## config.mk

```make
export PLATFORM = sky130hd
export DESIGN_NAME = shift_sequencer
export DESIGN_NICKNAME = d
export VERILOG_FILES = /design/src/rtl/shift_sequencer.sv
export SDC_FILE = /design/constraint.sdc
export NUM_CORES = 1
export LEC_CHECK = 0
export ABC_AREA = 1
export BUFFER_PORTS_ARGS = -buffer_cell sky130_fd_sc_hd__clkbuf_2
export CAP_MARGIN = 20
export CORE_MARGIN = 5
export CORE_UTILIZATION = 48
export DETAILED_ROUTE_END_ITERATION = 8
export PLACE_DENSITY_LB_ADDON = 0.12
export REMOVE_ABC_BUFFERS = 1
export SYNTH_ARGS = -nofsm -noshare
export SYNTH_HDL_FRONTEND = slang
export SYNTH_SLANG_ARGS = --single-unit
```

## constraint.sdc

```tcl
create_clock -name clk -period 1.5 [get_ports clk]
set_clock_uncertainty 0.1 [all_clocks]
set_input_delay 0.225 -clock clk [delete_from_list [all_inputs] [get_ports clk]]
set_output_delay 0.225 -clock clk [all_outputs]
set_load 0.01 [all_outputs]
```

## src/rtl/shift_sequencer.sv

```systemverilog
// Multi-cycle barrel-free shifter: captures an operand and walks it one bit per
// clock through LSL, LSR or ASR, then signals completion with a one-cycle pulse.
module shift_sequencer (
   input  logic        clk,
   input  logic        reset_n,
   input  logic        start,
   input  logic [15:0] in,
   input  logic [1:0]  shift,
   input  logic [3:0]  amount,
   output logic        busy,
   output logic        done,
   output logic [15:0] sout
);

   localparam int unsigned DATA_W = 16;
   localparam int unsigned CNT_W  = 4;
   localparam int unsigned OP_W   = 2;

   localparam logic [OP_W-1:0] OP_PASS = 2'b00;
   localparam logic [OP_W-1:0] OP_LSL  = 2'b01;
   localparam logic [OP_W-1:0] OP_LSR  = 2'b10;
   localparam logic [OP_W-1:0] OP_ASR  = 2'b11;

   typedef enum logic [1:0] {
      ST_IDLE  = 2'd0,
      ST_SHIFT = 2'd1,
      ST_DONE  = 2'd2
   } state_t;

   state_t              state_q, state_d;
   logic [DATA_W-1:0]   sout_q, sout_d;
   logic [OP_W-1:0]     op_q, op_d;
   logic [CNT_W-1:0]    cnt_q, cnt_d;
   logic                busy_q, busy_d;
   logic                done_q, done_d;

   // One single-bit step of the captured operation
   function automatic logic [DATA_W-1:0] step_f(input logic [OP_W-1:0] op,
                                                input logic [DATA_W-1:0] v);
      logic [DATA_W-1:0] r;
      r = v;
      case (op)
         OP_LSL:  r = {v[DATA_W-2:0], 1'b0};
         OP_LSR:  r = {1'b0, v[DATA_W-1:1]};
         OP_ASR:  r = {v[DATA_W-1], v[DATA_W-1:1]};
         default: r = v;
      endcase
      return r;
   endfunction

   // State register
   always_ff @(posedge clk or negedge reset_n) begin
      if (!reset_n) begin
         state_q <= ST_IDLE;
      end else begin
         state_q <= state_d;
      end
   end

   // Next-state logic; a pass op or zero amount skips SHIFT entirely
   always_comb begin
      state_d = state_q;
      case (state_q)
         ST_IDLE: begin
            if (start) begin
               if ((shift == OP_PASS) || (amount == CNT_W'(0))) begin
                  state_d = ST_DONE;
               end else begin
                  state_d = ST_SHIFT;
               end
            end
         end
         ST_SHIFT: begin
            if (cnt_q == CNT_W'(1)) begin
               state_d = ST_DONE;
            end
         end
         ST_DONE:  state_d = ST_IDLE;
         default:  state_d = ST_IDLE;
      endcase
   end

   // Output decode from the next state so busy/done come straight from flops
   always_comb begin
      busy_d = 1'b0;
      done_d = 1'b0;
      busy_d = (state_d == ST_SHIFT);
      done_d = (state_d == ST_DONE);
   end

   // Datapath next values: capture on accept, step and count down in SHIFT
   always_comb begin
      sout_d = sout_q;
      op_d   = op_q;
      cnt_d  = cnt_q;
      if ((state_q == ST_IDLE) && start) begin
         sout_d = in;
         op_d   = shift;
         cnt_d  = amount;
      end else if (state_q == ST_SHIFT) begin
         sout_d = step_f(op_q, sout_q);
         cnt_d  = cnt_q - CNT_W'(1);
      end
   end

   // Datapath registers
   always_ff @(posedge clk or negedge reset_n) begin
      if (!reset_n) begin
         sout_q <= '0;
         op_q   <= OP_PASS;
         cnt_q  <= '0;
      end else begin
         sout_q <= sout_d;
         op_q   <= op_d;
         cnt_q  <= cnt_d;
      end
   end

   // Status registers
   always_ff @(posedge clk or negedge reset_n) begin
      if (!reset_n) begin
         busy_q <= 1'b0;
         done_q <= 1'b0;
      end else begin
         busy_q <= busy_d;
         done_q <= done_d;
      end
   end

   assign busy = busy_q;
   assign done = done_q;
   assign sout = sout_q;

endmodule
```

==> flow_metrics.env, run 1 <==
export IMPL_detailed_place_hpwl_um=3145
export IMPL_synth_xor_xnor_area_share=0
export IMPL_drive_above_1_share=0.3148
export IMPL_ranking_of_synthesized_cells_by_area="dfrtp_1, nand2_1, nand2_2, nand3_1, ha_1"
export IMPL_cp_max_fo=6
export IMPL_synthDominantCellAreaShare=0.3749
export IMPL_insertion_delay_ns=0.32
export IMPL_final_hold_viol_count=0
export IMPL_power_density_nw_per_um2=2163
export IMPL_dr_pass1_iters=4
export IMPL_grt_first_pass_wirelength_um=7224
export IMPL_floorplan_die_area_um2=4918
export IMPL_clock_tree_htree_level_count=1
export IMPL_ant_nets=0
export IMPL_crit_path_frequent_cell="nor2_4"
export IMPL_final_min_period_over_clock_period=0.9832
export IMPL_first_global_vias=1641
export IMPL_finalSetupTns_ns=0
export IMPL_tightestPinTransition_ns=0.3767
export IMPL_flops_latches_synth=26
export IMPL_cts_root_buf="clkbuf_4"
export IMPL_maxSlewHeadroom=0.7489
export IMPL_post_synth_mux_area_share=0
export IMPL_synth_cells=252
export IMPL_cpLargestDelayFamily="simple AND/OR/NAND/NOR gates"
export IMPL_cells_traversed_along_the_worst_timing_path="inv_2 > ha_4 > nand2_4 > nor2_4 > nor2_4 > buf_6 > nand2_1 > nand2_2"
export IMPL_rsz0062_at_grt="yes"
export IMPL_route_detailed_vias_per_inst=4.806
export IMPL_post_synth_fa_ha_maj_area_fraction=0.03605
export IMPL_postLayoutCellArea_um2=2152
export IMPL_worstPathBufferInverterCount=2
export IMPL_initial_utilization=0.5081
export IMPL_slack_of_the_worst_reg_to_reg_path_ns=0.03
export IMPL_clkSinkCount=26
export IMPL_routed_via_count=1687
export IMPL_worstHoldPathType="primary input to register"
export IMPL_number_of_rows_created_at_floorplan=21
export IMPL_crit_slowest_cell="dfrtp_1"
export IMPL_fmaxAchievable_mhz=678.1
export IMPL_cp_data_arrival_time_ns=1.66
export IMPL_critical_path_endpoint_type="register"
export IMPL_clk_path_buf_depth=2
export IMPL_grt_overflow_total=0
export IMPL_track_usage=0.1773
export IMPL_post_place_cells=342
export IMPL_count_of_non_filler_cells_in_the_finished_layout=351
export IMPL_yosysWarningCount=0
export IMPL_port_buffers=42
export IMPL_route_detailed_wl_per_inst_um=12.29
export IMPL_n_antenna_cell=0
export IMPL_timing_critical_path_from_type="register"
export IMPL_crit_path_max_incr_delay_ns=0.43
export IMPL_synth_compound_gate_area_share=0.03821
export IMPL_netlist_area_um2=1735
export IMPL_nets=336
export IMPL_maxSlewViolCount=0
export IMPL_required_ns=1.68
export IMPL_outcome="finished clean"
export IMPL_dr_first_iter_drc_count=113
export IMPL_synth_area_leader_cell="dfrtp_1"
export IMPL_r2r_end="sout[9]"
export IMPL_hold_path_cell_count=3
export IMPL_floorplan_io_pins=43
export IMPL_drv_cap=0
export IMPL_tritoncts_clock_tree="yes"
export IMPL_cellLeakagePower_nw=1.264
export IMPL_dieHeight_um=70.13
export IMPL_ys_types=20
export IMPL_totalWireLength_um=4314
export IMPL_core_region_area_um2=3416
export IMPL_placement_cell_area_um2=2018
export IMPL_place_congestion=0.8273
export IMPL_critical_path_class="register to register"
export IMPL_worst_r2r_startpoint="op_q[0]"
export IMPL_synthSimpleGateAreaFrac=0.4600
export IMPL_hold_start="shift[1]"
export IMPL_hold_end="op_q[1]"
export IMPL_min_period_ns=1.475
export IMPL_pin_count_of_the_biggest_net_entering_global_routing=18
export IMPL_vdd_ir_drop_max_mv=1.326
export IMPL_area_delta_synth_final_pct=24.01
export IMPL_clock_transition_at_path_regs_ns=0.15
export IMPL_post_route_drc_count=0
export IMPL_chip_width_um=70.13
export IMPL_antenna_found_initial=0
export IMPL_synth_top_family_by_area="simple AND/OR/NAND/NOR gates"
export IMPL_reg2regPathDepth=8
export IMPL_setup_viol=0
export IMPL_numCtsBuffers=3
export IMPL_synth_sequential_area_ratio=0.3749
export IMPL_postSynthAreaPerCell_um2=6.887
-- cell usage in the layout, fill, tap and decap left out --
cell type | netlist | routed
nor2_8 | 1 | 1
o211ai_1 | 2 | 2
o21ai_1 | 0 | 1
clkbuf_4 | 0 | 3
nand2_2 | 21 | 21
nand2_1 | 128 | 127
o21ai_0 | 7 | 6
nand2_4 | 0 | 1
dfrtp_1 | 26 | 24
clkbuf_8 | 0 | 1
inv_2 | 1 | 3
inv_6 | 0 | 1
buf_12 | 1 | 2
nand3_1 | 23 | 23
ha_4 | 0 | 1
nor2_4 | 1 | 2
o21ai_4 | 1 | 1
dfrtp_2 | 0 | 2
buf_6 | 3 | 4
inv_1 | 14 | 12
dlygate4sd3_1 | 0 | 1
buf_4 | 3 | 11
ha_1 | 5 | 4
nor2_1 | 9 | 9
clkbuf_2 | 0 | 42
-- kinds of logic (layout without fill, tap and decap cells) --
family / Yosys count / in the layout
AND/OR/NAND/NOR: 184 / 184
buffers and inverters: 27 / 80
flip-flops: 26 / 26
AO/OA/AOI/OAI: 10 / 10
adder cells (fa/ha/maj): 5 / 5
-- metal layers --
metal,GRT usage,wire [µm],up-vias
li1,-,-,878
met1,0.2363,2120,763
met2,0.2865,1952,44
met3,0.03587,220,2
met4,0.05957,20,0
met5,0,0,-
-- metrics by stage --
| stage | setup WS (ns) | hold WS (ns) | total power, mW | utilization |
|---|---|---|---|---|
| after floorplan | -0.2514 | -0.1706 | 3.024 | - |
| after global placement | 0.01546 | 0.05587 | 3.945 | 0.5908 |
| after detailed placement | 0.01322 | 0.05529 | 3.982 | 0.5908 |
| after CTS | 0.01104 | 0.02941 | 4.393 | 0.6099 |
| after global routing | -0.04715 | 0.05463 | 5.099 | 0.6300 |
| final | 0.02526 | 0.04055 | 4.654 | 0.6300 |
-- tightest hold or removal path: stages --
cell	delay (ns)
clkbuf_2	0.08
nand2_1	0.05
o21ai_0	0.07
-- power breakdown --
part           switching [mW]  total, mW  internal, mW
Combinational            1.72       2.95          1.24
Sequential              0.329       1.34          1.01
Clock                   0.216      0.364         0.149
Total                    2.26       4.65          2.39
-- how the worst max path moves through the flow --
stage	startpoint	end	slack, ns	cells after the start
final	op_q[0]	sout[9]	0.03	8
after global routing	op_q[0]	sout[11]	-0.05	8
after CTS	op_q[1]	sout[9]	0.01	7
after detailed placement	op_q[1]	sout[15]	0.01	7
after global placement	op_q[1]	sout[15]	0.02	7
after floorplan	op_q[1]	sout[1]	-0.25	7
-- registers in the layout (all words and copies together) (netlist names) --
signal   flops
busy         1
cnt_q        4
done         1
op_q         2
sout        16
state_q      2
-- layout make-up --
| cell class | instances | area, µm² |
|---|---|---|
| Tap cell | 46 | 57.56 |
| Multi-Input combinational cell | 199 | 952.2 |
| Inverter | 16 | 65.06 |
| Fill cell | 336 | 1264 |
| Timing Repair Buffer | 60 | 387.9 |
| Clock buffer | 4 | 36.28 |
| Sequential cell | 26 | 653.1 |
-- cell usage after synthesis (all sizes together) --
cell    instances
clkbuf          1
o211ai          2
inv            16
ha              5
dfrtp          26
nand2         149
o21ai           8
nor2           12
nand3          23
buf            10
-- what timing repair did --
action	4_1_cts	5_1_grt
pin swaps	0	0
resized for setup	1	16
hold endpoints to repair	26	0
hold buffers	1	0
setup buffers	2	2
setup endpoints to repair	4	19
cloned	0	0
(Power assumes the default switching activity.)
==> run 2: changes to the inputs <==
SETUP_SLACK_MARGIN = 0.1   (was default)
==> flow_metrics.env, run 2 (synthesis results as in run 1) <==
export IMPL_post_place_cells=342
export IMPL_grt_first_pass_wirelength_um=7245
export IMPL_route_detailed_vias_per_inst=4.802
export IMPL_detailed_place_hpwl_um=3145
export IMPL_cell_internal_pwr_mw=2.491
export IMPL_maxSlewViolCount=0
export IMPL_area_delta_synth_final_pct=27.69
export IMPL_place_congestion=0.8273
export IMPL_pin_count_of_the_biggest_net_entering_global_routing=18
export IMPL_gr_usage_met1=0.2399
export IMPL_most_frequent_cells_in_the_layout="nand2_1, clkbuf_2, nand2_2"
export IMPL_hold_path_cell_count=3
export IMPL_dr_first_iter_drc_count=106
export IMPL_multi_input_gate_area_um2=983.4
export IMPL_maxSlewHeadroom=0.7528
export IMPL_cp_max_fo=6
export IMPL_dpl_worst_slack_ns=0.01322
export IMPL_numCtsBuffers=3
export IMPL_power_share_sequential=0.277
export IMPL_floorplan_io_pins=43
export IMPL_grt_overflow_total=0
export IMPL_post_route_drc_count=0
export IMPL_rsz0062_at_grt="yes"
export IMPL_critical_path_endpoint_type="register"
export IMPL_net_switching_power_mw=2.358
export IMPL_cts_root_buf="clkbuf_4"
export IMPL_core_region_area_um2=3416
export IMPL_grt_busiest_layer="met2"
export IMPL_worst_slack_setup_final_ns=0.02132
export IMPL_relative_contribution_of_the_clock_network_to_total_power=0.075
export IMPL_chip_width_um=70.13
export IMPL_nets=339
export IMPL_floorplan_die_area_um2=4918
export IMPL_vdd_ir_drop_max_mv=1.654
export IMPL_clock_tree_htree_level_count=1
export IMPL_ant_nets=0
export IMPL_final_hold_viol_count=0
export IMPL_count_of_non_filler_cells_in_the_finished_layout=354
export IMPL_required_ns=1.68
export IMPL_first_global_vias=1632
export IMPL_worstHoldPathType="primary input to register"
export IMPL_clk_path_buf_depth=2
export IMPL_fillerInstances=326
export IMPL_totalWireLength_um=4426
export IMPL_crit_path_max_incr_delay_ns=0.43
export IMPL_tritoncts_clock_tree="yes"
export IMPL_tightestPinTransition_ns=0.3709
export IMPL_reg2regPathDepth=8
export IMPL_grtUsageMet2=0.2854
export IMPL_number_of_rows_created_at_floorplan=21
export IMPL_crit_slowest_cell="dfrtp_1"
export IMPL_p_sw_frac=0.4863
export IMPL_grt_met3_usage=0.03587
export IMPL_route_detailed_wl_per_inst_um=12.50
export IMPL_antenna_found_initial=0
export IMPL_dr_pass1_iters=4
export IMPL_cells_traversed_along_the_worst_timing_path="inv_2 > ha_4 > nand2_4 > nor2_4 > nor2_4 > buf_6 > nand2_2 > nand2_2"
export IMPL_final_seq_area_um2=653.1
export IMPL_drive_above_1_share=0.3474
export IMPL_dieHeight_um=70.13
export IMPL_routed_via_count=1700
export IMPL_min_period_ns=1.479
export IMPL_share_comb_of_total_power=0.648
export IMPL_n_antenna_cell=0
export IMPL_outcome="finished clean"
export IMPL_port_buffers=42
export IMPL_fmaxAchievable_mhz=676.3
export IMPL_power_density_nw_per_um2=2189
export IMPL_initial_utilization=0.5081
export IMPL_cp_data_arrival_time_ns=1.66
export IMPL_largest_register_ff_count=16
export IMPL_setup_viol=0
export IMPL_drv_cap=0
export IMPL_critical_path_class="register to register"
export IMPL_final_min_period_over_clock_period=0.9858
export IMPL_clkSinkCount=26
export IMPL_cellLeakagePower_nw=1.279
export IMPL_final_hold_worst_slack_ns=0.04339
export IMPL_layout_commonest_cell="nand2_1"
export IMPL_track_usage=0.1779
export IMPL_insertion_delay_ns=0.32
export IMPL_timing_critical_path_from_type="register"
export IMPL_clock_transition_at_path_regs_ns=0.14
[run 2: changes by cell type in the layout (fill, tap and decap cells not counted), moves of 2 or more]
cell / before / now
nand2_2: 21 / 26
nand2_1: 127 / 122
buf_4: 11 / 13
ha_1: 4 / 2
[run 2: through the flow]
stage	cell area [µm²]	total power, mW	TNS (ns)	util
finish	2216	4.850	0	0.6487
global route	2216	5.319	-0.3940	0.6487
CTS	2085	4.396	0	0.6103
detailed placement	2018	3.982	0	0.5908
global placement	2018	3.945	0	0.5908
floorplan	1640	3.024	-3.806	-
[run 2: layout make-up]
class	instances	share of cell area
inverters	16	0.03106
flip-flops and latches	26	0.2947
repair buffers	63	0.1880
clock buffers	4	0.01637
multi-input cells	199	0.4438
well taps	46	0.02597
[run 2: routing by layer]
layer | share of wire | vias up
met5 | 0 | -
met2 | 0.46 | 41
met3 | 0.053 | 4
met4 | 0.0056 | 0
met1 | 0.48 | 769
li1 | - | 886
[run 2: worst max-delay path: cells and delay by family, from the launching register on]
family | cells | cell delay (ns)
buffers and inverters | 2 | 0.26
adder cells (fa/ha/maj) | 1 | 0.21
AND/OR/NAND/NOR | 5 | 0.44
flip-flops | 1 | 0.43
[run 2: repair_timing]
item,4_1_cts,5_1_grt
setup endpoints to repair,18,23
pin swaps,0,3
setup buffers,2,4
gates cloned,0,1
resized for setup,2,23
hold buffers,1,0
hold endpoints to repair,26,0
[run 2: final timing paths]
path / start / to / slack [ns]
setup / recovery: op_q[0] / sout[9] / 0.02
hold / removal: amount[1] / cnt_q[1] / 0.04
setup reg to reg: op_q[0] / sout[9] / 0.02
hold reg to reg: cnt_q[1] / cnt_q[1] / 0.42
max in group asynchronous: reset_n / state_q[0] / 0.67
min in group asynchronous: reset_n / sout[3] / 0.22
[run 2: power by group through the flow]
stage | registers (mW) | logic [mW] | clock network, mW
floorplan | 1.42 | 1.60 | 0
global placement | 1.35 | 2.60 | 0
detailed placement | 1.35 | 2.64 | 0
CTS | 1.33 | 2.69 | 0.369
global route | 1.38 | 3.53 | 0.402
finish | 1.34 | 3.14 | 0.363
